$ cat src/rtl/fir_coef_pkg.sv
// Shared definitions for the FIR coefficient loader: FSM states,
// control-word bit positions and default geometry.
package fir_coef_pkg;

   localparam int LOAD_BIT  = 0;
   localparam int FORCE_BIT = 1;
   localparam int CLR_BIT   = 2;

   localparam int DEF_COEF_W    = 16;
   localparam int DEF_NUM_PAIRS = 12;

   typedef enum logic [2:0] {
      ST_IDLE,
      ST_FETCH,
      ST_WR_LO,
      ST_WR_HI,
      ST_WAIT_SYNC,
      ST_SWAP
   } state_t;

   // pair_sel width; a single pair still needs one select bit
   function automatic int sel_w(input int n);
      return (n > 1) ? $clog2(n) : 1;
   endfunction

endpackage

$ cat src/rtl/rise_detect.sv
// Registers a level once and flags its 0->1 transition for one cycle.
module rise_detect (
   input  logic clk,
   input  logic rst_n,
   input  logic d,
   output logic pulse
);

   logic q;
   logic q_d;

   always_ff @(posedge clk or negedge rst_n) begin
      if (!rst_n) begin
         q   <= 1'b0;
         q_d <= 1'b0;
      end else begin
         q   <= d;
         q_d <= q;
      end
   end

   assign pulse = q & ~q_d;

endmodule

$ cat src/rtl/fir_coef_loader.sv
// Copies packed coefficient pairs into the inactive bank of the FIR
// coefficient RAM, then swaps banks on the next frame boundary.
//
//   state      | meaning
//   -----------+---------------------------------------------------
//   IDLE       | waiting for a load request
//   FETCH      | pair_sel presents the current pair index
//   WR_LO      | latch pair word, write upper field to even tap
//   WR_HI      | write latched lower field to odd tap, advance
//   WAIT_SYNC  | inactive bank complete, wait for sync or force
//   SWAP       | flip active bank, count the completed load
module fir_coef_loader
   import fir_coef_pkg::*;
#(
   parameter  int NUM_PAIRS = DEF_NUM_PAIRS,
   parameter  int COEF_W    = DEF_COEF_W,
   localparam int SEL_W     = sel_w(NUM_PAIRS),
   localparam int ADDR_W    = SEL_W + 2
) (
   input  logic              user_clk,
   input  logic              user_rst_n,
   input  logic [31:0]       ctrl_in,
   output logic [SEL_W-1:0]  pair_sel,
   input  logic [31:0]       pair_data,
   input  logic              sync_in,
   output logic              coef_we,
   output logic [ADDR_W-1:0] coef_addr,
   output logic [COEF_W-1:0] coef_data,
   output logic              coef_bank,
   output logic              busy,
   output logic [15:0]       load_count,
   output logic              err_overrun
);

   state_t              state;
   logic [SEL_W-1:0]    idx;
   logic [COEF_W-1:0]   lo_q;
   logic                load_pulse;
   logic                force_q;
   logic                clr_q;
   logic                unused_ctrl;

   assign unused_ctrl = ^ctrl_in[31:CLR_BIT+1];

   rise_detect u_load_rise (
      .clk   (user_clk),
      .rst_n (user_rst_n),
      .d     (ctrl_in[LOAD_BIT]),
      .pulse (load_pulse)
   );

   always_ff @(posedge user_clk or negedge user_rst_n) begin
      if (!user_rst_n) begin
         force_q <= 1'b0;
         clr_q   <= 1'b0;
      end else begin
         force_q <= ctrl_in[FORCE_BIT];
         clr_q   <= ctrl_in[CLR_BIT];
      end
   end

   always_ff @(posedge user_clk or negedge user_rst_n) begin
      if (!user_rst_n) begin
         state       <= ST_IDLE;
         idx         <= '0;
         lo_q        <= '0;
         coef_bank   <= 1'b0;
         load_count  <= 16'd0;
         err_overrun <= 1'b0;
      end else begin
         // SWAP counts as busy, so a request there is an overrun too
         if (load_pulse && (state != ST_IDLE))
            err_overrun <= 1'b1;
         else if (clr_q)
            err_overrun <= 1'b0;

         case (state)
            ST_IDLE: begin
               if (load_pulse) begin
                  idx   <= '0;
                  state <= ST_FETCH;
               end
            end
            ST_FETCH: state <= ST_WR_LO;
            ST_WR_LO: begin
               lo_q  <= pair_data[COEF_W-1:0];
               state <= ST_WR_HI;
            end
            ST_WR_HI: begin
               if (idx == SEL_W'(NUM_PAIRS - 1)) begin
                  state <= ST_WAIT_SYNC;
               end else begin
                  idx   <= idx + 1'b1;
                  state <= ST_FETCH;
               end
            end
            ST_WAIT_SYNC: begin
               if (sync_in || force_q)
                  state <= ST_SWAP;
            end
            ST_SWAP: begin
               coef_bank  <= ~coef_bank;
               load_count <= load_count + 16'd1;
               state      <= ST_IDLE;
            end
            default: state <= ST_IDLE;
         endcase
      end
   end

   assign pair_sel = idx;
   assign busy     = (state != ST_IDLE);

   // pair_data is only valid in WR_LO, so the write port is decoded from state
   always_comb begin
      coef_we   = 1'b0;
      coef_addr = '0;
      coef_data = '0;
      case (state)
         ST_WR_LO: begin
            coef_we   = 1'b1;
            coef_addr = {~coef_bank, idx, 1'b0};
            coef_data = pair_data[2*COEF_W-1:COEF_W];
         end
         ST_WR_HI: begin
            coef_we   = 1'b1;
            coef_addr = {~coef_bank, idx, 1'b1};
            coef_data = lo_q;
         end
         default: ;
      endcase
   end

endmodule

$ cat config.mk
export PLATFORM = sky130hd
export DESIGN_NAME = fir_coef_loader
export DESIGN_NICKNAME = d
export VERILOG_FILES = /design/src/rtl/fir_coef_pkg.sv /design/src/rtl/rise_detect.sv /design/src/rtl/fir_coef_loader.sv
export SDC_FILE = /design/constraint.sdc
export NUM_CORES = 1
export LEC_CHECK = 0
export CORE_UTILIZATION = 30
export DETAILED_ROUTE_END_ITERATION = 10
export GPL_TIMING_DRIVEN = 0
export PLACE_DENSITY = 0.72
export SYNTH_ARGS = -nofsm -noshare
export SYNTH_HDL_FRONTEND = slang
export SYNTH_SLANG_ARGS = --single-unit
$ cat constraint.sdc
create_clock -name user_clk -period 1.53 [get_ports user_clk]
set_input_delay 0.2295 -clock user_clk [delete_from_list [all_inputs] [get_ports user_clk]]
set_output_delay 0.2295 -clock user_clk [all_outputs]
set_load 0.05 [all_outputs]
# Yosys cells after proc, flatten, opt, wreduce, memory -nomap -nowiden
# Index checks and enable logic that the tools add are counted.
# totals
ff_bits	45
in_bits	67
output_inout_bits	46
wordCells	45
# classes
addsub	2
eq_ne	9
muxes	12
bitwise	3
n_reduce_logical	9
# op_table
cell	count
16-bit one-hot mux with 2 select lines	1
16-bit by 1-bit adder with 16-bit output (second input constant)	1
3-bit one-hot mux with 5 select lines	1
6-bit one-hot mux with 2 select lines	1
3-bit 2-to-1 mux	3
4-bit 2-to-1 mux	2
4-bit one-hot mux with 2 select lines	1
3-bit by 2-bit == test with 1-bit output (second input constant)	2
3-bit == test (second input constant)	2
2-bit != test (second input constant)	3
4-bit by 1-bit adder with 4-bit output (second input constant)	1
4-bit == test (second input constant)	1
2-bit nonzero test	2
3-bit by 1-bit == test with 1-bit output (second input constant)	1
3-bit logical NOT	1
1-bit 2-to-1 mux	3
3-bit AND reduction	1
3-bit nonzero test	1
1-bit inverter	2
2-bit AND reduction	1
2-bit OR reduction	1
1-bit bitwise AND	1
1-bit logical AND	1
1-bit logical OR	1

# Longest topological paths before layout
# logic_depth
ltp_word	4
mapped_depth	7
ltp_nobuf	5

# Modules after synthesis
# A second synthesis with hierarchy kept.
# unflattened
hier_cells	191
hier_area_um2	2222.1
# by_module_without_submodules
module	instances	cells_each	area_per_inst_um2	seq_area_each_um2
fir_coef_loader	1	188	2158.3	1076.0
rise_detect	1	3	63.8	50.0

# Worst setup path after synthesis
# OpenSTA, ideal clock, no wires.
# synth_path
path_type	reg-to-output
from	reg state[0]
to	out coef_data[11]
t_arrival_ns	1.596
required_ns	1.300
path_slack_ns	-0.296
stages_incl_launch_ff	7
n_path_buf	2
path_cell_list	dfrtp_1 buf_4 nand2_1 or2_1 inv_2 buf_4 a22o_1
# synth_between
elab_chain_len	2
elab_cells_between_ends	3
cone_classes	eq/ne: 2; mux: 1
# synth_lines
element	line_no	rtl
start, declared	fir_coef_loader.sv:35	state_t state;
start signal, assigned	fir_coef_loader.sv:64	state <= ST_IDLE;
start signal, assigned	fir_coef_loader.sv:81	state <= ST_FETCH;
start signal, assigned	fir_coef_loader.sv:84	ST_FETCH: state <= ST_WR_LO;
3-bit by 2-bit == test with 1-bit output	fir_coef_loader.sv:119	case (state)
16-bit one-hot mux with 2 select lines (*)	fir_coef_loader.sv:119	
end, declared	fir_coef_loader.sv:28	output logic [COEF_W-1:0] coef_data,
# Mark *: on every way between the ends. The rest lies on a longest branch, timed or not.

# Worst setup path in the final report
# layout_path
from	reg state[1]
to	out coef_data[3]
# Same word-level chain as after synthesis.

==> key figures <==
Yosys
  • Synth Instances: ~170
  • Ys Warns: 0
  • Simple-gate share of the synthesized area: 0.143
  • Post-synth EDFFs: 0
  • Post-synth top area share: 0.536
  • XOR/XNOR Fraction of Synth Area: 0.0709
  • Synth top area cells: dfrtp_1 54%, mux2_2 9.1%, a22o_1 6.7%
  • Synth area leader: dfrtp_1
  • Synth unique cells: 40
  • Compound-gate portion of the synthesized area: 0.110
  • Seq cells post-synth: 45
  • Mean area per synthesized cell: between 10 and 15 µm²
  • Ys flop type: dfrtp_1
  • Syn nets: 242
  • Seq/Total Area, Yosys: 0.536
  • Mux share of post-synthesis cell area: 0.0911
  • Largest family of logic cells by synthesized area: simple AND/OR/NAND/NOR gates
  • Synthesized area: 2100 µm²
  • Async SR Flop Fraction: 1.00
  • Synth Area in Adders: 0.0119

Timing
  • Final Max Tran Viols: 0
  • Worst relative slew slack: 0.646
  • RSZ-0062 raised after global routing: true
  • Fmax: 0.543 GHz
  • Slack of the critical path: -311 ps
  • Clock Skew: between 5 and 6 ps
  • Tcrit/Tclk final: 1.20
  • WHS: approximately 380 ps
  • Min Tclk post-route: 1840 ps
  • Final setup viols: 49
  • Hold Vio Cnt, Final: 0
  • Slew @ Worst Pin: 530 ps

Clocking
  • Clock Path Buffers: 2
  • Reg clk slew, reported paths: roughly 80 ps
  • Clock Latency Late Sink: 290 ps
  • Htree depth: 2
  • CTS tree: built
  • Cell chosen for the clock root: clkbuf_8
  • Clock sink count: 45
  • CTS buffer count: 5

Drt
  • Initial DRC count: 46
  • First-pass iteration count of the detailed router: 4
  • Final WL: 6.20 mm
  • Post-route DRC: 0
  • DR WL/cell: between 15 and 20 µm
  • Via/cell ratio: 4.70
  • Final antenna-violating net count: 0
  • Via count: between 1,500 and 2,000

Global route
  • First-pass GRT wire length: 8.82 mm
  • Initial antenna violation count: 0
  • Vias in the first global route: 1,793
  • GRT Util Overall: 0.153
  • Gr ovfl total: 0
  • Largest net degree at the start of global routing: 27

Floorplan
  • Die area: roughly 7300 µm²
  • Die W: about 86 µm
  • Initial core utilization: 0.309
  • Io pins: 113
  • Core area: 6790 µm²
  • Row cnt: 30
  • Die H: 85.7 µm

Critical path
  • Critical path cell sequence: buf_6 -> nand2b_4 -> nor2_4 -> buf_6 -> buf_8 -> a22o_4 -> buf_8
  • CP startpoint kind: flop
  • Worst setup path category: flop to output pin
  • Worst EP required: about 1300 ps
  • Crit path DAT: 1610 ps
  • Largest delay share family, worst path: buffers and inverters
  • Peak fanout along the critical path: 5
  • Slowest stage delay, CP: around 430 ps
  • R2r startpoint: state[0]
  • Buf/Inv on CP: 4
  • Kind of end point of the critical path: output pin
  • CP startpoint: state[1]
  • Critical-path top delay cell: dfrtp_1

Placement
  • Port buffer count: 83
  • Post-DP HPWL: 3.70 mm
  • Gpl congestion: about 0.75
  • Area post-placement: 3170 µm²

Pwr
  • Comb pwr share: 0.688
  • Switch Pwr: 3.80 mW
  • Highest ir drop seen on vdd: ~640 µV
  • Switching share of power: 0.421
  • Cell-internal power: 5.22 mW
  • Clock power share: 0.103
  • Cell Pwr Density: 2240 nW/µm²
  • Leakage power total: 1.93 nW
  • Register share of total power: 0.209

Layout
  • Final core utilization: 0.593
  • Layout area overhead: 91.9%
  • Antenna Cells: 0
  • Fin area: between 4000 and 5000 µm²
  • Nets: 366
  • Filler Cell Count: between 500 and 600
  • Share of cells above drive strength 1: 0.493

Min path
  • Hold Path Class: input pin to flop
  • Hold_sp: ctrl_in[2]

Outcome
  • Status: finished, violations left
  • Failing checks: negative setup slack

Run
  • # Max-Cap Violations: 0
-- worst paths after layout --
kind,cells past startpoint,slack (ps),to
worst min-delay path,1,380,clr_q
max in group asynchronous,3,580,load_count[5]
min in group asynchronous,2,430,pair_sel[3]
worst max register to register,10,-290,lo_q[3]
worst max-delay path,7,-310,coef_data[3]
worst min register to register,0,440,u_load_rise.q_d
-- flip-flops by register name (all words and copies together) (netlist names), 3 cells and up --
register and flops:
pair_sel 4, state 3, load_count 16, lo_q 16
-- cells by family after synthesis --
group                      after synthesis
and+or+nand+nor                         47
DFF                                     45
AOI/OAI and AO/OA                       31
xor gates and xnor gates                17
muxes                                   17
buffers and inverters                   14
adders and majority gates                2
-- cell usage after synthesis, types with 2 or more instances --
cell,n
and3_1,3
nor3_2,4
xor2_1,9
nand2_1,10
mux2_2,17
nand3_1,4
dfrtp_1,45
inv_1,5
a22o_1,16
buf_4,2
and2_1,4
o21ai_0,7
nand4_1,2
ha_1,2
buf_6,2
nand2b_1,2
clkbuf_1,2
buf_2,2
xnor2_1,8
a21oi_1,2
nor2_1,6
-- layout make-up --
class | instances | area (µm²) | share of cell area
Buffer | 7 | 98.8 | 0.0245
Clock buffer | 7 | 86.3 | 0.0214
Clock inverter | 1 | 30.0 | 0.00745
Inverter | 6 | 32.5 | 0.00807
Multi-Input combinational cell | 114 | 1210 | 0.300
Sequential cell | 45 | 1140 | 0.282
Tap cell | 96 | 120 | 0.0298
Timing Repair Buffer | 118 | 1320 | 0.327
-- power groups by stage --
stage	sequential, mW	combinational, mW	clock [mW]
2_1_floorplan	2.07	2.73	0
3_3_place_gp	1.82	4.13	0
3_5_place_dp	1.84	4.18	0
4_1_cts	1.82	5.05	0.947
5_1_grt	1.93	6.46	1.01
6_report	1.88	6.20	0.929
-- per-stage QoR --
| step | setup slack [ps] | TNS, ps | std cells | power, mW |
|---|---|---|---|---|
| after CTS | -311 | -8230 | 374 | 7.82 |
| after global routing | -364 | -13360 | 394 | 9.39 |
| final | -311 | -10230 | 394 | 9.02 |
| after global placement | -1240 | -64660 | 352 | 5.95 |
| after floorplan | -1.85 | -8.71 | 173 | 4.80 |
| after detailed placement | -836 | -15910 | 353 | 6.02 |
-- cell usage in the layout (no fill, tap or decap), types with 8 or more instances in the layout --
| cell | netlist | layout |
|---|---|---|
| nand2_1 | 10 | 8 |
| a22o_4 | 0 | 15 |
| buf_6 | 2 | 26 |
| xor2_1 | 9 | 9 |
| buf_8 | 0 | 21 |
| mux2_4 | 0 | 12 |
| dlygate4sd2_1 | 0 | 14 |
| clkdlybuf4s50_1 | 0 | 36 |
| buf_4 | 2 | 10 |
| dfrtp_1 | 45 | 36 |
| dfrtp_2 | 0 | 9 |
-- metal layers --
layer  up-vias  global-route usage  routed length [µm]
met2        55               0.276                3220
met1       925               0.175                2540
met5         -                   0                   0
met3        10              0.0443                 312
met4         0              0.0500                 126
li1        863                   -                   -
-- timing repair --
item                                    in CTS  in global routing
endpoints found under the setup margin      61                 62
hold buffers                                 1                  0
buffers inserted                            10                 19
gates resized for setup                    228                 84
cloned                                       2                  3
endpoints found under the hold margin       19                  0
pin swaps                                    7                 11
-- worst reg2reg max path: stages (launching register included) --
cell and delay [ps]:
dfrtp_1 390, buf_6 130, buf_6 120, nor2_4 120, buf_6 150, buf_6 100, buf_6 80, buf_6 80
buf_6 90, clkbuf_16 130, mux2_2 320
No activity file was read; power rests on OpenSTA's default activity.
